===== src/rtl/vcounter.sv =====
// Vertical timing stage: advances one scanline per last_h pulse and derives the
// character-row addressing, blanking, sync, frame strobe and cursor-blink phase.
module vcounter #(
  parameter int ROWS          = 24,
  parameter int LINES_PER_ROW = 8,
  parameter int V_TOTAL       = 262,
  parameter int VSYNC_START   = 224,
  parameter int VSYNC_LEN     = 4,
  parameter int BLINK_FRAMES  = 15
) (
  input  logic       clk,
  input  logic       mr,
  input  logic       last_h,
  output logic [8:0] v_count,
  output logic [2:0] line,
  output logic [4:0] row,
  output logic       vbl_n,
  output logic       v_sync_n,
  output logic       frame_end,
  output logic       blink
);

  localparam logic [8:0] ACTIVE      = 9'(ROWS * LINES_PER_ROW);
  localparam logic [8:0] ACTIVE_LAST = 9'(ROWS * LINES_PER_ROW - 1);
  localparam logic [8:0] V_LAST      = 9'(V_TOTAL - 1);
  localparam logic [2:0] LINE_LAST   = 3'(LINES_PER_ROW - 1);
  // Sync bounds carry a tenth bit so a window ending at scanline 512 still compares correctly.
  localparam logic [9:0] VS_BEG      = 10'(VSYNC_START);
  localparam logic [9:0] VS_END      = 10'(VSYNC_START + VSYNC_LEN);
  localparam int         FC_W        = (BLINK_FRAMES > 1) ? $clog2(BLINK_FRAMES) : 1;
  localparam logic [FC_W-1:0] FC_LAST = FC_W'(BLINK_FRAMES - 1);

  logic [8:0]      v_count_q, v_count_d;
  logic [2:0]      line_q, line_d;
  logic [4:0]      row_q, row_d;
  logic            vbl_n_q, vbl_n_d;
  logic            v_sync_n_q, v_sync_n_d;
  logic            frame_end_q, frame_end_d;
  logic            blink_q, blink_d;
  logic [FC_W-1:0] fc_q, fc_d;

  always_comb begin
    v_count_d   = v_count_q;
    line_d      = line_q;
    row_d       = row_q;
    fc_d        = fc_q;
    blink_d     = blink_q;
    frame_end_d = 1'b0;
    if (last_h) begin
      if (v_count_q == V_LAST) begin
        v_count_d   = 9'd0;
        line_d      = 3'd0;
        row_d       = 5'd0;
        frame_end_d = 1'b1;
        if (fc_q == FC_LAST) begin
          fc_d    = '0;
          blink_d = ~blink_q;
        end else begin
          fc_d = fc_q + FC_W'(1);
        end
      end else begin
        v_count_d = v_count_q + 9'd1;
        // From the last active scanline onward, line/row park at zero for blanking.
        if (v_count_q >= ACTIVE_LAST) begin
          line_d = 3'd0;
          row_d  = 5'd0;
        end else if (line_q == LINE_LAST) begin
          line_d = 3'd0;
          row_d  = row_q + 5'd1;
        end else begin
          line_d = line_q + 3'd1;
        end
      end
    end
    vbl_n_d    = (v_count_d < ACTIVE);
    v_sync_n_d = !(({1'b0, v_count_d} >= VS_BEG) && ({1'b0, v_count_d} < VS_END));
  end

  always_ff @(posedge clk or posedge mr) begin
    if (mr) begin
      v_count_q   <= 9'd0;
      line_q      <= 3'd0;
      row_q       <= 5'd0;
      vbl_n_q     <= 1'b1;
      v_sync_n_q  <= 1'b1;
      frame_end_q <= 1'b0;
      blink_q     <= 1'b0;
      fc_q        <= '0;
    end else begin
      v_count_q   <= v_count_d;
      line_q      <= line_d;
      row_q       <= row_d;
      vbl_n_q     <= vbl_n_d;
      v_sync_n_q  <= v_sync_n_d;
      frame_end_q <= frame_end_d;
      blink_q     <= blink_d;
      fc_q        <= fc_d;
    end
  end

  assign v_count   = v_count_q;
  assign line      = line_q;
  assign row       = row_q;
  assign vbl_n     = vbl_n_q;
  assign v_sync_n  = v_sync_n_q;
  assign frame_end = frame_end_q;
  assign blink     = blink_q;

endmodule


===== config.mk =====
export PLATFORM = sky130hd
export DESIGN_NAME = vcounter
export DESIGN_NICKNAME = d
export VERILOG_FILES = /design/src/rtl/vcounter.sv
export SDC_FILE = /design/constraint.sdc
export NUM_CORES = 1
export LEC_CHECK = 0
export BUFFER_PORTS_ARGS = -buffer_cell sky130_fd_sc_hd__clkbuf_2
export CORE_MARGIN = 5
export CORE_UTILIZATION = 30
export CTS_CLUSTER_SIZE = 24
export DETAILED_ROUTE_END_ITERATION = 8
export SETUP_SLACK_MARGIN = 0.2
export SLEW_MARGIN = 25
export SYNTH_ARGS = -nofsm -noshare
export SYNTH_HDL_FRONTEND = slang
export SYNTH_SLANG_ARGS = --single-unit

===== constraint.sdc =====
create_clock -name clk -period 3.25 [get_ports clk]
set_input_delay 0.325 -clock clk [delete_from_list [all_inputs] [get_ports clk]]
set_output_delay 0.325 -clock clk [all_outputs]
set_load 0.02 [all_outputs]

==> results of run 1 <==
==> how the worst max path moves through the flow <==
stage | start | to | cells after the start
detailed placement | v_count[0] | row[0] | 5
global placement | v_count[0] | row[0] | 5
finish | v_count[1] | fc_q[3] | 7
global route | v_count[1] | row[3] | 5
floorplan | v_count[0] | row[0] | 5
CTS | v_count[1] | fc_q[3] | 7
==> cell usage after synthesis, drive strengths merged (3+ instances only) <==
cell type	n	area (sq um)
o31ai	3	27.5
a21oi	6	30.0
ha	5	62.6
nand4	3	31.3
nand2b	3	18.8
nand2	11	43.8
nor2	8	35.0
buf	3	21.3
nand3	4	32.5
clkbuf	3	11.3
o21ai	10	53.8
mux2	3	33.8
xnor2	4	35.0
dfrtp	23	576
xor2	3	26.3
a21o	3	22.5
inv	7	26.3
==> power breakdown <==
part	leakage [uW]	internal (uW)	switching [uW]
combinational	0.000374	174	267
clock	0.0000217	86.9	102
sequential	0.000321	386	134
total	0.000717	648	503
==> state kept, by name (all words and copies together) (netlist names) <==
register,count
frame_end,1
vbl_n,1
fc_q,4
line,3
blink,1
v_sync_n,1
row,5
v_count,9
==> final cells by class <==
| cell class | instances | share of cell area, % |
|---|---|---|
| clock buffer | 3 | 2.65 |
| clock inverter | 1 | 0.481 |
| inverter | 7 | 1.68 |
| multi-input combinational | 94 | 43.4 |
| sequential | 25 | 40.3 |
| tap | 52 | 4.17 |
| timing repair buffer | 23 | 7.38 |
==> logic make-up (layout without fill, tap and decap cells) <==
| group | count (synthesis) | count (layout) | share of synthesized area (%) |
|---|---|---|---|
| AND/OR/NAND/NOR | 44 | 44 | 19.8 |
| AO/OA/AOI/OAI | 35 | 35 | 18.3 |
| flip-flops | 25 | 25 | 46.1 |
| buffers and inverters | 13 | 34 | 4.31 |
| XOR/XNOR | 7 | 7 | 4.50 |
| adder cells (fa/ha/maj) | 5 | 5 | 4.59 |
| multiplexers | 3 | 3 | 2.48 |
==> cell usage in the layout (no fill, tap or decap), types with 2 or more instances in the layout <==
master,count
sky130_fd_sc_hd__o21ai_0,6
sky130_fd_sc_hd__o2bb2ai_1,2
sky130_fd_sc_hd__or3_1,2
sky130_fd_sc_hd__a21o_1,3
sky130_fd_sc_hd__nor2_2,2
sky130_fd_sc_hd__inv_2,2
sky130_fd_sc_hd__a21oi_1,6
sky130_fd_sc_hd__clkbuf_2,23
sky130_fd_sc_hd__nand2b_1,3
sky130_fd_sc_hd__o31ai_1,2
sky130_fd_sc_hd__mux2_2,2
sky130_fd_sc_hd__xor2_1,3
sky130_fd_sc_hd__nor3_1,2
sky130_fd_sc_hd__nand3_1,3
sky130_fd_sc_hd__xnor2_1,4
sky130_fd_sc_hd__nand4_2,2
sky130_fd_sc_hd__nor2b_1,2
sky130_fd_sc_hd__dfrtp_1,23
sky130_fd_sc_hd__o22ai_1,2
sky130_fd_sc_hd__o211ai_1,2
sky130_fd_sc_hd__ha_1,5
sky130_fd_sc_hd__nor2_1,6
sky130_fd_sc_hd__o21ai_1,3
sky130_fd_sc_hd__nand2_1,10
sky130_fd_sc_hd__inv_1,5
sky130_fd_sc_hd__dfstp_2,2
sky130_fd_sc_hd__clkbuf_8,3
==> metrics by stage <==
| step | worst slack (ns) | total power [uW] | area [sq um] |
|---|---|---|---|
| 2_1_floorplan | 1.49 | 821 | 1360 |
| 3_3_place_gp | 1.44 | 954 | 1510 |
| 3_5_place_dp | 1.30 | 974 | 1510 |
| 4_1_cts | 1.31 | 1170 | 1560 |
| 5_1_grt | 1.16 | 1240 | 1560 |
| 6_report | 1.32 | 1150 | 1560 |
==> per-layer routing <==
layer  track usage [%]  wire length [um]  vias up
met4              1.89                20        0
li1                  -                 -      519
met3              4.17               200        4
met1              12.3              1240      523
met2              17.5              1460       26
met5                 0                 0        -
==> impl_table.tex, run 1 <==
\begin{tabular}{lr}
\hline
Metric & Value \\
\hline
\multicolumn{2}{l}{\textbf{Setup path}} \\
Kind of capture point of the worst setup path & flop \\
Critical path type & flop to flop \\
Signal arrival time at the worst endpoint & 2.08 ns \\
Cell Chain, Critical Path & inv\_1 -> ha\_1 -> and4bb\_2 -> nand4\_2 -> inv\_2 -> nand3\_1 -> mux2\_1 \\
Worst path required time & approximately 3.4 ns \\
RR Endpoint & fc\_q[3] \\
Reg-to-reg setup timing slack & 1.32 ns \\
Critical-path top delay cell & sky130\_fd\_sc\_hd\_\_dfrtp\_1 \\
Critical path startpoint category & flop \\
Peak fanout along the critical path & 12 \\
Worst Reg2Reg Path Length in Cells & 7 \\
Beginning of the worst register-to-register path & v\_count[1] \\
Max stage delay on crit path & between 0.4 and 0.5 ns \\
Largest delay share family, worst path & simple AND/OR/NAND/NOR gates \\
WP buf/inv & 2 \\
\multicolumn{2}{l}{\textbf{CTS}} \\
Cell chosen for the clock root & sky130\_fd\_sc\_hd\_\_clkbuf\_8 \\
Register clock-pin slew on the reported worst setup and hold paths & about 0.1 ns \\
Clk buf depth & 2 \\
Number of H-tree levels & 1 \\
Number of buffers inserted by hold repair at cts & 0 \\
TritonCTS clock tree & done \\
Sinks on the clock net & 25 \\
CTS buffer count & 3 \\
Post-cts sizing count & 0 \\
Clock latency on the worst-skew pair & 0.27 ns \\
Buffers inserted by post-CTS timing repair & 0 \\
\multicolumn{2}{l}{\textbf{Status}} \\
Status & finished clean \\
\multicolumn{2}{l}{\textbf{Finish}} \\
Layout cell share with drive strength beyond 1 & 28.1\% \\
Final cell utilization of the core & 35.6\% \\
Non-Filler Instances & 205 \\
Net count reported at finish & 162 \\
Sequential standard cell area & 628 sq um \\
Relative area change from synthesis to final layout & 14.4\% \\
Antenna diodes & 0 \\
Fillers & $\sim$440 \\
Combined area of the multi-input logic cells & 677 sq um \\
\multicolumn{2}{l}{\textbf{STA}} \\
Fraction of the cycle the final worst path needs & $\sim$59\% \\
Min Clock Period, post-route & 1.93 ns \\
Slew headroom & 63.9\% \\
Setup total negative slack & 0 ns \\
Final hold violation count & 0 \\
\# setup viols final & 0 \\
Worst-Margin Slew & 0.541 ns \\
Setup repair after global routing missed its margin & no \\
Max frequency & approximately 520 MHz \\
Worst slack on hold paths & 0.0551 ns \\
Worst clock skew on the final layout & 0.0151 ns \\
Number of pins exceeding their max-slew limit in the final report & 0 \\
\multicolumn{2}{l}{\textbf{Routing}} \\
Number of vias in the routed layout & $\sim$1100 \\
Number of detailed-route iterations in the first pass & 4 \\
Count of nets left with antenna violations after detail routing & 0 \\
Routed WL per cell & about 14 um \\
Total Wirelength & just under 3000 um \\
Number of DRC violations after detailed-routing iteration 0 & 50 \\
Remaining DRCs & 0 \\
Via density & 5.23 \\
\multicolumn{2}{l}{\textbf{Worst hold path}} \\
Path class of the lowest-slack min-delay path & input port to asynchronous set/reset pin \\
\multicolumn{2}{l}{\textbf{Die}} \\
Initial Util & 31.1\% \\
Die height & between 70 and 80 um \\
Row count & 24 \\
Horiz. Die Dim & 77.4 um \\
Top Ports & 24 \\
Core Box Area & 4380 sq um \\
Area enclosed by the die boundary & between 5000 and 6000 sq um \\
\multicolumn{2}{l}{\textbf{Logic synthesis}} \\
Post-synth EDFFs & 0 \\
Library cells used by synthesis & 50 \\
Number of storage elements in the synthesis netlist & 25 \\
Syn\_nets & 140 \\
Post-synthesis average cell area & slightly above 10 sq um \\
Sequential-to-total area share from yosys stat & between 40\% and 50\% \\
Number of instances in the synthesized netlist & 132 \\
Most frequently used flop master after synthesis & sky130\_fd\_sc\_hd\_\_dfrtp\_1 \\
Area of the mapped netlist & 1360 sq um \\
Fraction of registers with async set or reset after synthesis & between 90\% and 100\% \\
Warning count from the yosys run & 0 \\
\multicolumn{2}{l}{\textbf{Pwr}} \\
Power density over the cells & 738 nW/um\^{}2 \\
Static leakage & roughly 0.00072 uW \\
Peak supply drop & around 0.26 mV \\
\multicolumn{2}{l}{\textbf{Global route}} \\
Maximum number of pins on one net before global-route repair & 26 \\
First-pass GRT wire length & 5130 um \\
Number of global-route vias before repair & about 1100 \\
Number of antenna violations at the first check in global routing & 0 \\
Residual overflow from global routing & 0 \\
Total track usage & 10.3\% \\
\multicolumn{2}{l}{\textbf{Place}} \\
RePlAce Congestion & 0.858 \\
Cell count after placement & approximately 200 \\
Port Buffer Count & 23 \\
HPWL Detailed & about 2200 um \\
\multicolumn{2}{l}{\textbf{Job}} \\
Total of max-cap violations & 0 \\
\hline
\end{tabular}
Note: power is estimated with default switching activity, not from simulation.
==> run 2, diff against run 1 <==
==> constraint.sdc (replaced) <==
create_clock -name clk -period 1.9 [get_ports clk]
set_input_delay 0.19 -clock clk [delete_from_list [all_inputs] [get_ports clk]]
set_output_delay 0.19 -clock clk [all_outputs]
set_load 0.02 [all_outputs]
==> run 2 against run 1 <==
- critical path type unchanged
- sequential share of layout area shrank 3.2 points
- flip-flop and latch count is the same
- die area is the same
- final cell count grew 6.8%
- register-to-register slack lost 1.0 ns
- clock power grew 63%
==> impl_table.tex, run 2 (same netlist as run 1, synthesis figures left out) <==
\begin{tabular}{lr}
\hline
Metric & Value \\
\hline
\multicolumn{2}{l}{\textbf{Status}} \\
Status & finished clean (unchanged) \\
\multicolumn{2}{l}{\textbf{Finish}} \\
Relative area change from synthesis to final layout & 24.7\% (was 14.4\%) \\
Sequential standard cell area & 631 sq um (was 628 sq um) \\
Antenna diodes & 0 (unchanged) \\
Final instance area & 1700 sq um (was 1560 sq um) \\
Leading cell type in the layout, fill and taps excluded & sky130\_fd\_sc\_hd\_\_clkbuf\_2 \\
Fillers & 446 (was 444) \\
Flip-flop count of the largest register, all copies and words added & 9 (unchanged) \\
Combined area of the multi-input logic cells & 709 sq um (was 677 sq um) \\
Most frequent cells in the layout & 23 x sky130\_fd\_sc\_hd\_\_clkbuf\_2, 21 x sky130\_fd\_sc\_hd\_\_dfrtp\_1, 13 x sky130\_fd\_sc\_hd\_\_buf\_4 (was 23 x sky130\_fd\_sc\_hd\_\_dfrtp\_1, 23 x sky130\_fd\_sc\_hd\_\_clkbuf\_2, 10 x sky130\_fd\_sc\_hd\_\_nand2\_1) \\
Net count reported at finish & 176 (was 162) \\
Layout cell share with drive strength beyond 1 & 36.5\% (was 28.1\%) \\
\multicolumn{2}{l}{\textbf{Routing}} \\
Count of nets left with antenna violations after detail routing & 0 (unchanged) \\
Routed WL per cell & 13.5 um (was 14.2 um) \\
Remaining DRCs & 0 (unchanged) \\
Number of vias in the routed layout & 1119 (was 1072) \\
Total Wirelength & 2960 um (was 2920 um) \\
Number of DRC violations after detailed-routing iteration 0 & 29 (was 50) \\
Via density & 5.11 (was 5.23) \\
Number of detailed-route iterations in the first pass & 4 (unchanged) \\
\multicolumn{2}{l}{\textbf{Global route}} \\
Number of global-route vias before repair & 1000 (was 1062) \\
Number of antenna violations at the first check in global routing & 0 (unchanged) \\
First-pass GRT wire length & 4930 um (was 5130 um) \\
Total track usage & 9.90\% (was 10.3\%) \\
Residual overflow from global routing & 0 (unchanged) \\
Maximum number of pins on one net before global-route repair & 26 (unchanged) \\
\multicolumn{2}{l}{\textbf{Setup path}} \\
Critical path startpoint category & flop (unchanged) \\
Critical path type & flop to flop (unchanged) \\
Peak fanout along the critical path & 5 (was 12) \\
Signal arrival time at the worst endpoint & 1.77 ns (was 2.08 ns) \\
Worst path required time & 2.05 ns (was 3.40 ns) \\
Kind of capture point of the worst setup path & flop (unchanged) \\
Reg-to-reg setup timing slack & 0.29 ns (was 1.32 ns) \\
\multicolumn{2}{l}{\textbf{CTS}} \\
Cell chosen for the clock root & sky130\_fd\_sc\_hd\_\_clkbuf\_8 (unchanged) \\
TritonCTS clock tree & done (unchanged) \\
Clk buf depth & 2 (unchanged) \\
CTS buffer count & 3 (unchanged) \\
Register clock-pin slew on the reported worst setup and hold paths & 0.08 ns (was 0.10 ns) \\
Number of H-tree levels & 1 (unchanged) \\
Clock latency on the worst-skew pair & 0.26 ns (was 0.27 ns) \\
Sinks on the clock net & 25 (unchanged) \\
\multicolumn{2}{l}{\textbf{Die}} \\
Area enclosed by the die boundary & 5990 sq um (unchanged) \\
Die height & 77.4 um (unchanged) \\
Horiz. Die Dim & 77.4 um (unchanged) \\
Row count & 24 (unchanged) \\
Core Box Area & 4380 sq um (unchanged) \\
Initial Util & 31.1\% (unchanged) \\
Top Ports & 24 (unchanged) \\
\multicolumn{2}{l}{\textbf{Place}} \\
HPWL Detailed & 2230 um (was 2220 um) \\
Placed cell area & 1570 sq um (was 1510 sq um) \\
RePlAce Congestion & 0.858 (about the same) \\
Port Buffer Count & 23 (unchanged) \\
\multicolumn{2}{l}{\textbf{STA}} \\
Fraction of the cycle the final worst path needs & 84.9\% (was 59.4\%) \\
Max frequency & 620 MHz (was 518 MHz) \\
Min Clock Period, post-route & 1.61 ns (was 1.93 ns) \\
Final hold violation count & 0 (unchanged) \\
Worst-Margin Slew & 0.352 ns (was 0.541 ns) \\
Slew headroom & 76.6\% (was 63.9\%) \\
Setup repair after global routing missed its margin & no (unchanged) \\
\# setup viols final & 0 (unchanged) \\
Number of pins exceeding their max-slew limit in the final report & 0 (unchanged) \\
Setup total negative slack & 0 ns (unchanged) \\
Worst clock skew on the final layout & 0.00287 ns (was 0.0151 ns) \\
\multicolumn{2}{l}{\textbf{Job}} \\
Total of max-cap violations & 0 (unchanged) \\
\multicolumn{2}{l}{\textbf{Pwr}} \\
Peak supply drop & 0.636 mV (was 0.257 mV) \\
Static leakage & 0.000796 uW (was 0.000717 uW) \\
Power density over the cells & 1240 nW/um\^{}2 (was 738 nW/um\^{}2) \\
\multicolumn{2}{l}{\textbf{Worst hold path}} \\
Path class of the lowest-slack min-delay path & input port to flop (was input port to asynchronous set/reset pin) \\
\hline
\end{tabular}
run 2: cell types whose count changed in the layout (fill, tap and decap cells not counted), sizes merged:
cell / previous run / this run
clkinvlp: 1 / 0
buf: 0 / 13
clkinv: 0 / 1
dlygate4sd3: 0 / 1
run 2: what timing repair did:
item | CTS | global route
pin swaps | 0 | 1
setup buffers | 1 | 4
resized for setup | 3 | 5
endpoints found under the hold margin | 23 | 0
hold buffers | 1 | 0
endpoints found under the setup margin | 2 | 10
run 2: routing by layer:
| metal | vias up | part of all wire (%) | global-route usage, % |
|---|---|---|---|
| li1 | 548 | - | - |
| met1 | 541 | 45 | 12.4 |
| met2 | 26 | 49 | 16.8 |
| met3 | 4 | 4.4 | 2.78 |
| met4 | 0 | 1.0 | 2.58 |
| met5 | - | 0 | 0 |
run 2: worst max-delay path, stage by stage (launching register included):
cell and delay, ns:
sky130_fd_sc_hd__dfrtp_2 0.44, sky130_fd_sc_hd__inv_1 0.06, sky130_fd_sc_hd__ha_1 0.14, sky130_fd_sc_hd__and4bb_2 0.25
sky130_fd_sc_hd__nand4_4 0.11, sky130_fd_sc_hd__inv_2 0.10, sky130_fd_sc_hd__nand3_1 0.08, sky130_fd_sc_hd__mux2_1 0.32
run 2: final cells by class:
| class | instances | share of cell area [%] |
|---|---|---|
| clock buffers | 3 | 2.43 |
| clock inverters | 1 | 0.294 |
| inverters | 7 | 1.55 |
| multi-input cells | 94 | 41.7 |
| flip-flops and latches | 25 | 37.1 |
| well taps | 52 | 3.83 |
| repair buffers | 37 | 13.1 |
run 2: metrics by stage:
stage	cells	power (uW)	util (%)	hold slack [ns]	worst slack [ns]
after floorplan	132	1410	-	0.216	0.218
after global placement	209	1680	35.9	0.240	0.251
after detailed placement	209	1720	35.9	0.249	0.174
after CTS	215	2060	37.8	0.292	0.165
after global routing	219	2250	38.8	0.308	0.215
final	219	2100	38.8	0.314	0.286
run 2: where the power goes:
part | total [uW] | leakage [uW] | internal, uW | switching [uW]
Sequential | 851 | 0.000320 | 667 | 184
Clock | 308 | 0.0000255 | 146 | 162
Combinational | 943 | 0.000451 | 394 | 549
Total | 2100 | 0.000796 | 1210 | 895
run 2: path summary, 6_finish.rpt:
check | start | endpoint | depth (start not counted)
max in group asynchronous | mr | vbl_n | 4
max | v_count[1] | fc_q[3] | 7
max reg2reg | v_count[1] | fc_q[3] | 7
min in group asynchronous | mr | blink | 4
min reg2reg | blink | blink | 1
min | last_h | v_count[1] | 2
==> run 3, diff against run 2 <==
==> constraint.sdc (replaced) <==
create_clock -name clk -period 1.4 [get_ports clk]
set_input_delay 0.14 -clock clk [delete_from_list [all_inputs] [get_ports clk]]
set_output_delay 0.14 -clock clk [all_outputs]
set_load 0.02 [all_outputs]
==> run 3 against run 2 <==
- the run now ends with negative setup slack left
- register-to-register slack lost 0.45 ns
- via count grew 11%
- routed wire length grew 25%
- highest routed layer unchanged
- maximum frequency grew 3.4%
- die area is the same
- power grew 76%
- clock skew grew 0.0020 ns
- combinational power grew 120%
- critical path depth is the same
==> impl_table.tex, run 3 (same netlist as run 1, synthesis figures left out) <==
\begin{tabular}{lr}
\hline
Metric & Value \\
\hline
\multicolumn{2}{l}{\textbf{Die}} \\
Core Box Area & 4380 sq um (unchanged) \\
Die height & 77.4 um (unchanged) \\
Horiz. Die Dim & 77.4 um (unchanged) \\
Area enclosed by the die boundary & 5990 sq um (unchanged) \\
Initial Util & 31.1\% (unchanged) \\
Row count & 24 (unchanged) \\
Top Ports & 24 (unchanged) \\
\multicolumn{2}{l}{\textbf{STA}} \\
Final hold violation count & 0 (unchanged) \\
Min Clock Period, post-route & 1.56 ns (was 1.61 ns) \\
Setup repair after global routing missed its margin & yes (was no) \\
Worst slack on hold paths & 0.317 ns (was 0.314 ns) \\
Number of pins exceeding their max-slew limit in the final report & 0 (unchanged) \\
Fraction of the cycle the final worst path needs & 111\% (was 84.9\%) \\
Min setup slack post-route & -0.160 ns (was 0.286 ns) \\
Setup total negative slack & -1.44 ns (was 0 ns) \\
Slew headroom & 76.7\% (was 76.6\%) \\
\# setup viols final & 15 (was 0) \\
Max frequency & 641 MHz (was 620 MHz) \\
Worst clock skew on the final layout & 0.00489 ns (was 0.00287 ns) \\
Worst-Margin Slew & 0.350 ns (was 0.352 ns) \\
\multicolumn{2}{l}{\textbf{Status}} \\
Violated checks & negative setup slack \\
Status & finished with violations (was finished clean) \\
\multicolumn{2}{l}{\textbf{Finish}} \\
Net count reported at finish & 210 (was 176) \\
Most frequent cells in the layout & 39 x sky130\_fd\_sc\_hd\_\_buf\_4, 19 x sky130\_fd\_sc\_hd\_\_clkbuf\_2, 15 x sky130\_fd\_sc\_hd\_\_dfrtp\_1 (was 23 x sky130\_fd\_sc\_hd\_\_clkbuf\_2, 21 x sky130\_fd\_sc\_hd\_\_dfrtp\_1, 13 x sky130\_fd\_sc\_hd\_\_buf\_4) \\
Flip-flop count of the largest register, all copies and words added & 9 (unchanged) \\
Fillers & 391 (was 446) \\
Leading cell type in the layout, fill and taps excluded & sky130\_fd\_sc\_hd\_\_buf\_4 (was sky130\_fd\_sc\_hd\_\_clkbuf\_2) \\
Relative area change from synthesis to final layout & 61.4\% (was 24.7\%) \\
Layout cell share with drive strength beyond 1 & 60.7\% (was 36.5\%) \\
Antenna diodes & 0 (unchanged) \\
\multicolumn{2}{l}{\textbf{Routing}} \\
Routed WL per cell & 14.6 um (was 13.5 um) \\
Via density & 4.92 (was 5.11) \\
Number of detailed-route iterations in the first pass & 4 (unchanged) \\
Number of DRC violations after detailed-routing iteration 0 & 26 (was 29) \\
Count of nets left with antenna violations after detail routing & 0 (unchanged) \\
Remaining DRCs & 0 (unchanged) \\
Total Wirelength & 3690 um (was 2960 um) \\
Number of vias in the routed layout & 1244 (was 1119) \\
\multicolumn{2}{l}{\textbf{Global route}} \\
Number of global-route vias before repair & 1281 (was 1000) \\
Maximum number of pins on one net before global-route repair & 26 (unchanged) \\
Residual overflow from global routing & 0 (unchanged) \\
First-pass GRT wire length & 6030 um (was 4930 um) \\
Total track usage & 12.2\% (was 9.90\%) \\
Number of antenna violations at the first check in global routing & 0 (unchanged) \\
\multicolumn{2}{l}{\textbf{Setup path}} \\
Kind of capture point of the worst setup path & flop (unchanged) \\
Critical path type & flop to flop (unchanged) \\
Largest delay share family, worst path & flip-flops (unchanged) \\
RR Endpoint & fc\_q[3] (unchanged) \\
Reg-to-reg setup timing slack & -0.16 ns (was 0.29 ns) \\
Max stage delay on crit path & 0.45 ns (was 0.44 ns) \\
Beginning of the worst register-to-register path & v\_count[1] (unchanged) \\
Critical-path top delay cell & sky130\_fd\_sc\_hd\_\_dfrtp\_2 (unchanged) \\
Signal arrival time at the worst endpoint & 1.72 ns (was 1.77 ns) \\
Worst Reg2Reg Path Length in Cells & 7 (unchanged) \\
Cell count along the critical path & 7 (unchanged) \\
Worst path required time & 1.56 ns (was 2.05 ns) \\
Critical path startpoint category & flop (unchanged) \\
Cell Chain, Critical Path & inv\_2 -> ha\_1 -> and4bb\_2 -> nand4\_4 -> inv\_4 -> nand3\_2 -> mux2\_4 (was inv\_1 -> ha\_1 -> and4bb\_2 -> nand4\_4 -> inv\_2 -> nand3\_1 -> mux2\_1) \\
Peak fanout along the critical path & 5 (unchanged) \\
WP buf/inv & 2 (unchanged) \\
\multicolumn{2}{l}{\textbf{Worst hold path}} \\
Worst Hold Endpoint & v\_count[7] (was v\_count[1]) \\
Path class of the lowest-slack min-delay path & input port to flop (unchanged) \\
Hold Crit Depth & 4 (was 2) \\
Start point of the worst min-delay path & last\_h (unchanged) \\
\multicolumn{2}{l}{\textbf{CTS}} \\
TritonCTS clock tree & done (unchanged) \\
Clock latency on the worst-skew pair & 0.27 ns (was 0.26 ns) \\
Cell chosen for the clock root & sky130\_fd\_sc\_hd\_\_clkbuf\_8 (unchanged) \\
CTS buffer count & 3 (unchanged) \\
Register clock-pin slew on the reported worst setup and hold paths & 0.09 ns (was 0.08 ns) \\
Sinks on the clock net & 25 (unchanged) \\
Number of H-tree levels & 1 (unchanged) \\
Clk buf depth & 2 (unchanged) \\
\multicolumn{2}{l}{\textbf{Pwr}} \\
Power density over the cells & 1680 nW/um\^{}2 (was 1240 nW/um\^{}2) \\
Total power consumption of the routed design & 3700 uW (was 2100 uW) \\
Peak supply drop & 0.733 mV (was 0.636 mV) \\
Static leakage & 0.00101 uW (was 0.000796 uW) \\
\multicolumn{2}{l}{\textbf{Place}} \\
HPWL Detailed & 2510 um (was 2230 um) \\
Post-placement worst setup slack & -0.243 ns (was 0.174 ns) \\
RePlAce Congestion & 0.837 (was 0.858) \\
Port Buffer Count & 23 (unchanged) \\
\multicolumn{2}{l}{\textbf{Job}} \\
Total of max-cap violations & 0 (unchanged) \\
\hline
\end{tabular}
==> run 3: changes by cell type in the layout (fill, tap and decap cells not counted), moves of 3 or more <==
cell	delta
sky130_fd_sc_hd__o21ai_0	-5
sky130_fd_sc_hd__clkbuf_2	-4
sky130_fd_sc_hd__ha_4	+3
sky130_fd_sc_hd__dfrtp_1	-6
sky130_fd_sc_hd__o21ai_1	+3
sky130_fd_sc_hd__buf_6	+12
sky130_fd_sc_hd__dfrtp_2	+6
sky130_fd_sc_hd__buf_4	+26
==> run 3: final cells by class <==
cell class	count	area [sq um]	share of cell area, %
Timing Repair Buffer	71	533	24.2
Tap cell	52	65.1	2.96
Multi-Input combinational cell	94	891	40.5
Inverter	7	28.8	1.31
Clock buffer	4	45.0	2.05
Sequential cell	25	638	29.0
==> run 3: what timing repair did <==
action / CTS / global route
hold endpoints to repair: 23 / 0
resized for setup: 33 / 27
pin swaps: 17 / 10
hold buffers: 1 / 0
buffers inserted: 6 / 8
setup endpoints to repair: 25 / 28
==> run 3: worst min-delay path: cells and delay by family <==
kind	cells	cell delay [ns]
AO/OA/AOI/OAI	1	0.08
buffers and inverters	1	0.12
AND/OR/NAND/NOR	2	0.21
==> run 3: worst max path at each step <==
stage	start	to	slack, ns
2_1_floorplan	v_count[1]	fc_q[3]	-0.19
3_3_place_gp	v_count[0]	v_sync_n	-0.17
3_5_place_dp	v_count[0]	line[1]	-0.24
4_1_cts	v_count[1]	fc_q[3]	-0.17
5_1_grt	v_count[1]	fc_q[3]	-0.22
6_report	v_count[1]	fc_q[3]	-0.16
==> run 3: metal layers <==
metal  track usage (%)  vias to the layer above  part of all wire [%]
met5                 0                        -                     0
met4              3.61                        0                   1.1
met3              3.01                        5                   4.0
met2              22.0                       21                    55
met1              14.1                      604                    40
li1                  -                      614                     -
==> run 3: stage by stage <==
stage / cell area (sq um) / cells / utilization [%]
2_1_floorplan: 1430 / 132 / -
3_3_place_gp: 1810 / 234 / 41.4
3_5_place_dp: 1810 / 234 / 41.4
4_1_cts: 2050 / 245 / 46.7
5_1_grt: 2200 / 253 / 50.2
6_report: 2200 / 253 / 50.2
==> run 3: report_power, final <==
part	leakage (uW)	internal, uW	total (uW)	switching, uW
logic	0.000675	1080	2090	1010
clock network	0.0000228	204	433	229
registers	0.000312	919	1170	256
total	0.00101	2210	3700	1500
